**config.mk**
```make
export PLATFORM = sky130hd
export DESIGN_NAME = rom_port_arbiter
export DESIGN_NICKNAME = d
export VERILOG_FILES = /design/src/rtl/rom_arb_pkg.sv /design/src/rtl/rom_port_arbiter_rr_pick.sv /design/src/rtl/rom_port_arbiter.sv
export SDC_FILE = /design/constraint.sdc
export NUM_CORES = 1
export LEC_CHECK = 0
export BUFFER_PORTS_ARGS = -buffer_cell sky130_fd_sc_hd__clkbuf_2
export CAP_MARGIN = 20
export CORE_ASPECT_RATIO = 0.5
export CORE_MARGIN = 4
export CORE_UTILIZATION = 44
export CTS_BUF_LIST = sky130_fd_sc_hd__clkbuf_2 sky130_fd_sc_hd__clkbuf_4 sky130_fd_sc_hd__clkbuf_8
export CTS_CLUSTER_DIAMETER = 60
export DETAILED_ROUTE_END_ITERATION = 16
export GPL_TIMING_DRIVEN = 0
export HOLD_SLACK_MARGIN = 0.02
export PLACE_DENSITY = 0.86
export SETUP_SLACK_MARGIN = 0.02
export SLEW_MARGIN = 0
export SYNTH_ARGS = -nofsm -noshare
export SYNTH_HDL_FRONTEND = slang
export SYNTH_HIERARCHICAL = 1
export SYNTH_SLANG_ARGS = --single-unit
```
**constraint.sdc**
```tcl
create_clock -name clk -period 4.65 [get_ports clk]
set_input_delay 0.465 -clock clk [delete_from_list [all_inputs] [get_ports clk]]
set_output_delay 0.465 -clock clk [all_outputs]
set_load 0.01 [all_outputs]
```
**src/rtl/rom_arb_pkg.sv**
```systemverilog
// Shared types and width helpers for the ROM port arbiter.
package rom_arb_pkg;

  localparam int STATE_W = 2;

  typedef enum logic [STATE_W-1:0] {
    IDLE    = 2'd0,
    GRANT   = 2'd1,
    HANDOFF = 2'd2
  } arb_state_e;

  // Smallest w with 2**w >= n.
  function automatic int clog2(input int n);
    int w;
    w = 0;
    for (int i = 0; i < 31; i++) begin
      if ((1 << i) < n) begin
        w = i + 1;
      end else begin
        w = w;
      end
    end
    return w;
  endfunction

  function automatic int owner_w(input int n);
    return (clog2(n) < 1) ? 1 : clog2(n);
  endfunction

endpackage

```
**src/rtl/rom_port_arbiter_rr_pick.sv**
```systemverilog
// Combinational requester picker: rotate from rr_ptr and take the first set bit.
// With ROM_ARB_FIXED_PRIO_EN defined it becomes lowest-index-wins and ignores rr_ptr.
module rr_pick
  import rom_arb_pkg::*;
#(
  parameter int NUM_REQ = 4,
  parameter int OWN_W   = owner_w(NUM_REQ)
) (
  input  logic [NUM_REQ-1:0] req,
  input  logic [OWN_W-1:0]   rr_ptr,
  output logic               found,
  output logic [OWN_W-1:0]   winner
);

`ifdef ROM_ARB_FIXED_PRIO_EN
  // Lowest set index wins.
  always_comb begin
    found  = 1'b0;
    winner = '0;
    for (int k = 0; k < NUM_REQ; k++) begin
      winner = (req[k] && !found) ? OWN_W'(k) : winner;
      found  = found | req[k];
    end
  end
`else
  logic [OWN_W:0]   sum_s;
  logic [OWN_W:0]   wrap_s;
  logic [OWN_W-1:0] cand_s;

  // Scan candidates rr_ptr, rr_ptr+1, ... modulo NUM_REQ; first hit wins.
  always_comb begin
    found  = 1'b0;
    winner = '0;
    sum_s  = '0;
    wrap_s = '0;
    cand_s = '0;
    for (int k = 0; k < NUM_REQ; k++) begin
      sum_s  = {1'b0, rr_ptr} + (OWN_W+1)'(k);
      wrap_s = (sum_s >= (OWN_W+1)'(NUM_REQ)) ? (sum_s - (OWN_W+1)'(NUM_REQ)) : sum_s;
      cand_s = wrap_s[OWN_W-1:0];
      winner = (req[cand_s] && !found) ? cand_s : winner;
      found  = found | req[cand_s];
    end
  end
`endif

endmodule

```
**src/rtl/rom_port_arbiter.sv**
```systemverilog
// Burst-holding arbiter sharing one single-port ROM among NUM_REQ cost engines.
// Define ROM_ARB_FIXED_PRIO_EN for fixed priority (lowest index) instead of round-robin.
module rom_port_arbiter
  import rom_arb_pkg::*;
#(
  parameter int NUM_REQ   = 4,
  parameter int ADDR_W    = 10,
  parameter int DATA_W    = 32,
  parameter int MAX_BURST = 16,
  parameter int ROM_LAT   = 1
) (
  input  logic                      clk,
  input  logic                      rst_n,
  input  logic [NUM_REQ-1:0]        req,
  input  logic [NUM_REQ*ADDR_W-1:0] req_addr,
  output logic [NUM_REQ-1:0]        gnt,
  output logic [DATA_W-1:0]         rd_data,
  output logic [NUM_REQ-1:0]        rd_valid,
  output logic [ADDR_W-1:0]         rom_addr,
  output logic                      rom_en,
  input  logic [DATA_W-1:0]         rom_data
);

  localparam int OWN_W = owner_w(NUM_REQ);
  localparam int CNT_W = clog2(MAX_BURST + 1);

  arb_state_e         state_r, state_s;
  logic [OWN_W-1:0]   owner_r, owner_s;
  logic [OWN_W-1:0]   rr_ptr_r, rr_ptr_s;
  logic [OWN_W-1:0]   ptr_next_s;
  logic [OWN_W-1:0]   pick_idx_s;
  logic               pick_found_s;
  logic [CNT_W-1:0]   burst_cnt_r, burst_cnt_s;
  logic [CNT_W-1:0]   cnt_inc_s;
  logic [NUM_REQ-1:0] gnt_s;
  logic               read_s;
  logic               burst_full_s;
  logic               other_pend_s;
  // Return tag carried as a one-hot owner vector; all-zero means no read.
  logic [NUM_REQ-1:0] tag_pipe_r [ROM_LAT];

  rr_pick #(
    .NUM_REQ (NUM_REQ),
    .OWN_W   (OWN_W)
  ) u_pick (
    .req    (req),
    .rr_ptr (rr_ptr_r),
    .found  (pick_found_s),
    .winner (pick_idx_s)
  );

  assign read_s       = (state_r == GRANT) && req[owner_r];
  assign rom_en       = read_s;
  assign cnt_inc_s    = (burst_cnt_r == CNT_W'(MAX_BURST)) ? burst_cnt_r : (burst_cnt_r + CNT_W'(1));
  assign burst_full_s = read_s && (cnt_inc_s == CNT_W'(MAX_BURST));
  assign ptr_next_s   = (owner_r == OWN_W'(NUM_REQ - 1)) ? '0 : (owner_r + OWN_W'(1));
  assign rd_valid     = tag_pipe_r[ROM_LAT-1];
  assign rd_data      = rom_data;

  // ROM address follows the owner's request address while granted.
  always_comb begin
    rom_addr = '0;
    if (state_r == GRANT) begin
      rom_addr = req_addr[int'(owner_r)*ADDR_W +: ADDR_W];
    end else begin
      rom_addr = '0;
    end
  end

  // Competing requests that may force a burst-limit handoff.
  always_comb begin
    other_pend_s = 1'b0;
    for (int k = 0; k < NUM_REQ; k++) begin
`ifdef ROM_ARB_FIXED_PRIO_EN
      other_pend_s = other_pend_s | (req[k] & (k < int'(owner_r)));
`else
      other_pend_s = other_pend_s | (req[k] & (k != int'(owner_r)));
`endif
    end
  end

  // Next-state, owner, pointer and burst counter.
  always_comb begin
    state_s     = state_r;
    owner_s     = owner_r;
    rr_ptr_s    = rr_ptr_r;
    burst_cnt_s = burst_cnt_r;
    gnt_s       = gnt;
    case (state_r)
      IDLE, HANDOFF: begin
        if (pick_found_s) begin
          state_s     = GRANT;
          owner_s     = pick_idx_s;
          gnt_s       = NUM_REQ'(1'b1) << pick_idx_s;
          burst_cnt_s = '0;
        end else begin
          state_s = IDLE;
          gnt_s   = '0;
        end
      end
      GRANT: begin
        if (!req[owner_r]) begin
          state_s  = HANDOFF;
          gnt_s    = '0;
          rr_ptr_s = ptr_next_s;
        end else if (burst_full_s && other_pend_s) begin
          state_s     = HANDOFF;
          gnt_s       = '0;
          rr_ptr_s    = ptr_next_s;
          burst_cnt_s = cnt_inc_s;
        end else begin
          state_s     = GRANT;
          burst_cnt_s = cnt_inc_s;
        end
      end
      default: begin
        state_s = IDLE;
        gnt_s   = '0;
      end
    endcase
  end

  // Arbiter state registers.
  always_ff @(posedge clk or negedge rst_n) begin
    if (!rst_n) begin
      state_r     <= IDLE;
      owner_r     <= '0;
      rr_ptr_r    <= '0;
      burst_cnt_r <= '0;
      gnt         <= '0;
    end else begin
      state_r     <= state_s;
      owner_r     <= owner_s;
      rr_ptr_r    <= rr_ptr_s;
      burst_cnt_r <= burst_cnt_s;
      gnt         <= gnt_s;
    end
  end

  // Owner tag pipeline aligned to the ROM read latency.
  always_ff @(posedge clk or negedge rst_n) begin
    if (!rst_n) begin
      for (int i = 0; i < ROM_LAT; i++) begin
        tag_pipe_r[i] <= '0;
      end
    end else begin
      tag_pipe_r[0] <= read_s ? (NUM_REQ'(1'b1) << owner_r) : '0;
      for (int i = 1; i < ROM_LAT; i++) begin
        tag_pipe_r[i] <= tag_pipe_r[i-1];
      end
    end
  end

endmodule

```
* After elaboration in Yosys (flattened, before gate mapping) *
Cells that the tools add are included.

word-level totals
  register bits after elaboration = 19
  input port bits = 78
  word-level logic and storage cells = 101

cells by class
  $add $sub $neg = 9
  $mul = 1
  magnitude comparators = 9
  eq/ne operators = 12
  shifts and indexed selects = 3
  multiplexer cells = 35
  bitwise logic cells = 10
  reduce and logical (&&, ||, !) cells = 16

operators with widths
  cell                                                         count
  variable part select 40 x 7 -> 10 bit                        1
  two-way mux 2 bit                                            13
  two-way mux 4 bit                                            4
  less-than comparator 2 x 3 -> 1 bit (second input constant)  5
  two-way mux 5 bit                                            3
  binary-select mux 1 bit (select 2 bit)                       5
  equality test 5 bit (second input constant)                  2
  two-way mux 10 bit                                           1
  one-hot mux 5 bit (2 select lines)                           1
  >= comparator 3 bit (second input constant)                  3
  one-hot mux 4 bit (2 select lines)                           1
  left shift 1 x 2 -> 4 bit (first input constant)             2
  subtractor 2 x 1 -> 2 bit (second input constant)            4
  adder 2 x 2 -> 3 bit (second input constant)                 2
  logical AND 1 bit                                            6
  two-way mux 1 bit                                            6
  OR 1 bit                                                     6
  adder 5 x 1 -> 5 bit (second input constant)                 1
  multiplier 2 x 3 -> 5 bit (second input constant)            1
  bitwise AND 1 bit                                            4
  equality test 2 bit (second input constant)                  2
  inequality test 2 x 1 -> 1 bit (second input constant)       2
  inequality test 2 bit (first input constant)                 2
  one-hot mux 2 bit (2 select lines)                           1
  other kinds (13)                                             17

* Depth between registers and ports, before layout *
  word-level depth = 13
  gate-level depth with buffers = 8

* Modules after synthesis *
Netlist, hierarchy kept.

by module, submodules not included
  module            instances  cells each  area an instance (sq um)  seq. area each (sq um)
  rom_port_arbiter  1          148         1541.5                    475.5
  rr_pick           1          12          73.8                      0.0

* Least setup slack after synthesis *
OpenSTA, ideal clock, no wires.

  kind = reg2reg
  from = register owner_r[0]
  to = register rr_ptr_r[0]
  setup time = 0.128 ns
  arrival = 1.906 ns
  data required time = 4.522 ns
  slack = 2.616 ns
  stages on the path, launching flop included = 9
  buffers on the path = 1
  clock period less this slack = 2.034 ns
  path through = dfrtp_1 > buf_2 > inv_1 > ha_1 > nand2b_1 > o2111ai_1 > nand4_1 > o22ai_2 > mux2_1

between the ends
  word-level cells in the longest chain between the ends = 8
  elaborated cells between the ends (all ways) = 23
  classes of those cells = add/sub (1); eq/ne (5); mux (5); bitwise (7); reduce/logical (5)

ends and longest elaborated chain
  what                                                         RTL line                 source
  from (decl)                                                  rom_port_arbiter.sv:28   logic [OWN_W-1:0] owner_r, owner_s;
  from (signal assigned)                                       rom_port_arbiter.sv:133  owner_r <= owner_s;
  inequality test 2 bit or nonzero test 2 bit (tied branches)  rom_port_arbiter.sv:77   other_pend_s = other_pend_s | (req[k] & (k != int'(owner_r)));
  bitwise AND 1 bit                                            rom_port_arbiter.sv:77
  OR 1 bit (3 in a row)                                        rom_port_arbiter.sv:77
  logical AND 1 bit                                            rom_port_arbiter.sv:106  end else if (burst_full_s && other_pend_s) begin
  inequality test 2 x 1 -> 1 bit (no line)                     n/a
  AND reduction 2 bit (no line)                                n/a
  to (signal assigned)                                         rom_port_arbiter.sv:134  rr_ptr_r <= rr_ptr_s;
  to (decl)                                                    rom_port_arbiter.sv:29   logic [OWN_W-1:0] rr_ptr_r, rr_ptr_s;

Several ways; a longest one is shown, not always the timed one. The select of a mux whose other input is x is not followed.
A chain may end at the register's enable or synchronous reset.

* Final worst setup path *
  from = register owner_r[1]
  to = register rr_ptr_r[1]

The elaborated chain is that of the path after synthesis.

==> results.json <==
{
  "postCtsSetupBuffers": 0,
  "ant_nets": 0,
  "cts_max_level": 1,
  "finalCriticalPeriod_ps": 2460,
  "die_width_um": 93.7,
  "synth_seq_area_share_pct": 29.4,
  "setup_ws_ps": 2190,
  "ctsLongestPathBuffers": 2,
  "drive_above_1_share_pct": 56.5,
  "core_area_mm2": 0.00347,
  "drt-total-wl_mm": 4.29,
  "synth_fp_nets": 244,
  "drt_pass1_iterations": 4,
  "fp.dieH_um": 50.8,
  "status": "finished clean",
  "design.die.area_mm2": 0.00476,
  "cts_tree": "built",
  "avgSynthCellArea_um2": 10.1,
  "ys.flop_type": "dfrtp_1",
  "p_sw_mw": 0.443,
  "finalSetupViolCount": 0,
  "cp.required_ps": 4780,
  "internal_power_mw": 0.617,
  "port_buffers": 96,
  "n_fill_cell": 281,
  "vias": 1546,
  "cts-root-buf": "clkbuf_8",
  "ys.warnings.count": 6,
  "crit_type": "flip-flop to flip-flop",
  "arrival_ps": 2600,
  "drc": 0,
  "postCtsHoldBufs": 0,
  "synth_top_area_cell": "dfrtp_1",
  "slew_headroom_pct": 57.0,
  "period_share_pct": 53.0,
  "rsz0062_at_grt": "false",
  "drt_iter0_drc": 101,
  "clk_pin_slew_ps": 70,
  "routabilityCongestion": 0.771,
  "nets": 345,
  "grt_pass1_vias": 1606,
  "timing.fmax_mhz": 406,
  "hold_violations": 0,
  "slew_violations": 0,
  "numCtsBuffers": 3,
  "p_clk_share_pct": 11.0,
  "dp_hpwl_mm": 3.74,
  "finClkSkew_ps": 1.84,
  "detail_route.vias_per_cell": 4.97,
  "synth-edff-count": 0,
  "end_kind": "flip-flop",
  "area_growth_pct": 36.7,
  "yosys-top-cells-area": "dfrtp_1, buf_4, mux4_2",
  "finalPower_mw": 1.06,
  "leakage_nw": 1.18,
  "synth_top_area_share_pct": 29.4,
  "worst_slew_pin_slew_ps": 641,
  "finalSetupTns_ps": 0,
  "dp_slack_ps": 2210,
  "async_flop_share_pct": 100,
  "hold_class": "input pin to async pin",
  "grt_first_pass_wirelength_mm": 6.67,
  "wl_per_cell_um": 13.8,
  "syn_area_mm2": 0.00162,
  "netlist_instances": 160,
  "grt_max_degree": 20,
  "vdd_drop_max_mv": 0.184,
  "ios": 129,
  "worstSetupStartpointType": "flip-flop",
  "start_util_pct": 46.5,
  "n_antenna_cell": 0,
  "clkSinkCount": 19,
  "critPathMaxFanout": 10,
  "synth_seq_cells": 19,
  "seq_power_share_pct": 27.6,
  "cellPowerDensity_mw_per_mm2": 480,
  "multi_input_area_um2": 853,
  "synth_cell_types": 40,
  "final-seq-area_um2": 475,
  "num_rows": 15,
  "antenna_found_initial": 0,
  "pwr-share-comb_pct": 61.3,
  "hold_ws_ps": 148,
  "swShare_pct": 41.8,
  "grt_usage_pct": 17.5,
  "grt_overflow": 0,
  "cts_resized": 0,
  "clk_latency_ps": 250,
  "maxCapViolCount": 0
}
state kept, by name, indices dropped and copies added, names as in the netlist:
signal / cells
owner_r: 2
rd_valid: 4
gnt: 4
state_r: 2
burst_cnt_r: 5
rr_ptr_r: 2
cell usage after synthesis (4+ instances only):
cell type and instances:
buf_4 32, inv_1 7, mux4_2 10, nand2b_1 7
nor2_1 6, and3_1 5, o21ai_1 4, dfrtp_1 19
ha_1 6, nand2_1 7, and2_1 10, a21oi_1 4
layer usage:
metal / wire (um) / GRT usage (%) / vias up
met2: 2200 / 34.3 / 104
li1: - / - / 734
met1: 1530 / 18.2 / 698
met4: 91 / 6.00 / 0
met3: 467 / 4.41 / 10
met5: 0 / 0 / -
layout make-up:
cell class                 count  share of cell area [%]
multi-input combinational     97                    38.6
sequential                    19                    21.5
buffer                        37                    11.8
tap                           51                    2.89
inverter                       7                    1.19
clock buffer                   4                    2.21
timing repair buffer          96                    21.8
stage by stage:
step | std cells | util [%] | instance area, um^2
6_report | 311 | 63.6 | 2210
2_1_floorplan | 160 | - | 1620
5_1_grt | 311 | 63.6 | 2210
4_1_cts | 311 | 63.6 | 2210
3_5_place_dp | 307 | 62.2 | 2160
3_3_place_gp | 307 | 62.2 | 2160
critical path, cell delays in order, from the launching register on:
cell	delay, ps
dfrtp_1	430
buf_1	450
inv_1	180
ha_1	240
nand2b_1	170
o2111ai_1	110
nand4_1	180
o22ai_2	220
mux2_1	360
cell families after synthesis:
group	Yosys count	synth area share, %
mux	15	18.2
simple gates	49	17.0
buf+inv	44	17.7
flops	19	29.4
compound gates	24	11.3
xor+xnor	3	1.63
fa+ha+maj	6	4.65
cells in the final DEF (no fill, tap or decap), drive strengths merged, types with 2 or more instances in the layout:
master,count
mux4,11
nor2b,3
and3,5
xnor2,3
inv,7
nor3,3
and2,11
o31ai,2
mux2i,2
buf,34
nor2,6
a21oi,5
dfrtp,19
mux2,2
o21ai,7
clkbuf,103
nand2,7
o22ai,2
ha,6
nand4,2
nand2b,7
nand3b,2
power groups by stage:
stage | registers (mW) | logic (mW) | clock network, mW
floorplan | 0.293 | 0.458 | 0
global placement | 0.292 | 0.631 | 0
detailed placement | 0.296 | 0.654 | 0
CTS | 0.293 | 0.656 | 0.120
global route | 0.303 | 0.720 | 0.126
finish | 0.293 | 0.651 | 0.117
worst paths after layout:
kind / to / startpoint / slack [ps] / depth (start not counted)
worst min register to register: gnt[0]$_DFFE_PN0P_ / gnt[0]$_DFFE_PN0P_ / 480 / 1
worst max register to register: rr_ptr_r[1]$_DFFE_PN0P_ / owner_r[1]$_DFFE_PN0P_ / 2190 / 8
min in group clk: gnt[0]$_DFFE_PN0P_ / gnt[0]$_DFFE_PN0P_ / 480 / 1
worst min-delay path: burst_cnt_r[4]$_DFFE_PN0P_ / rst_n / 150 / 1
max in group asynchronous: gnt[3]$_DFFE_PN0P_ / rst_n / 4180 / 1
worst max-delay path: rr_ptr_r[1]$_DFFE_PN0P_ / owner_r[1]$_DFFE_PN0P_ / 2190 / 8
No activity file was read; power rests on OpenSTA's default activity.
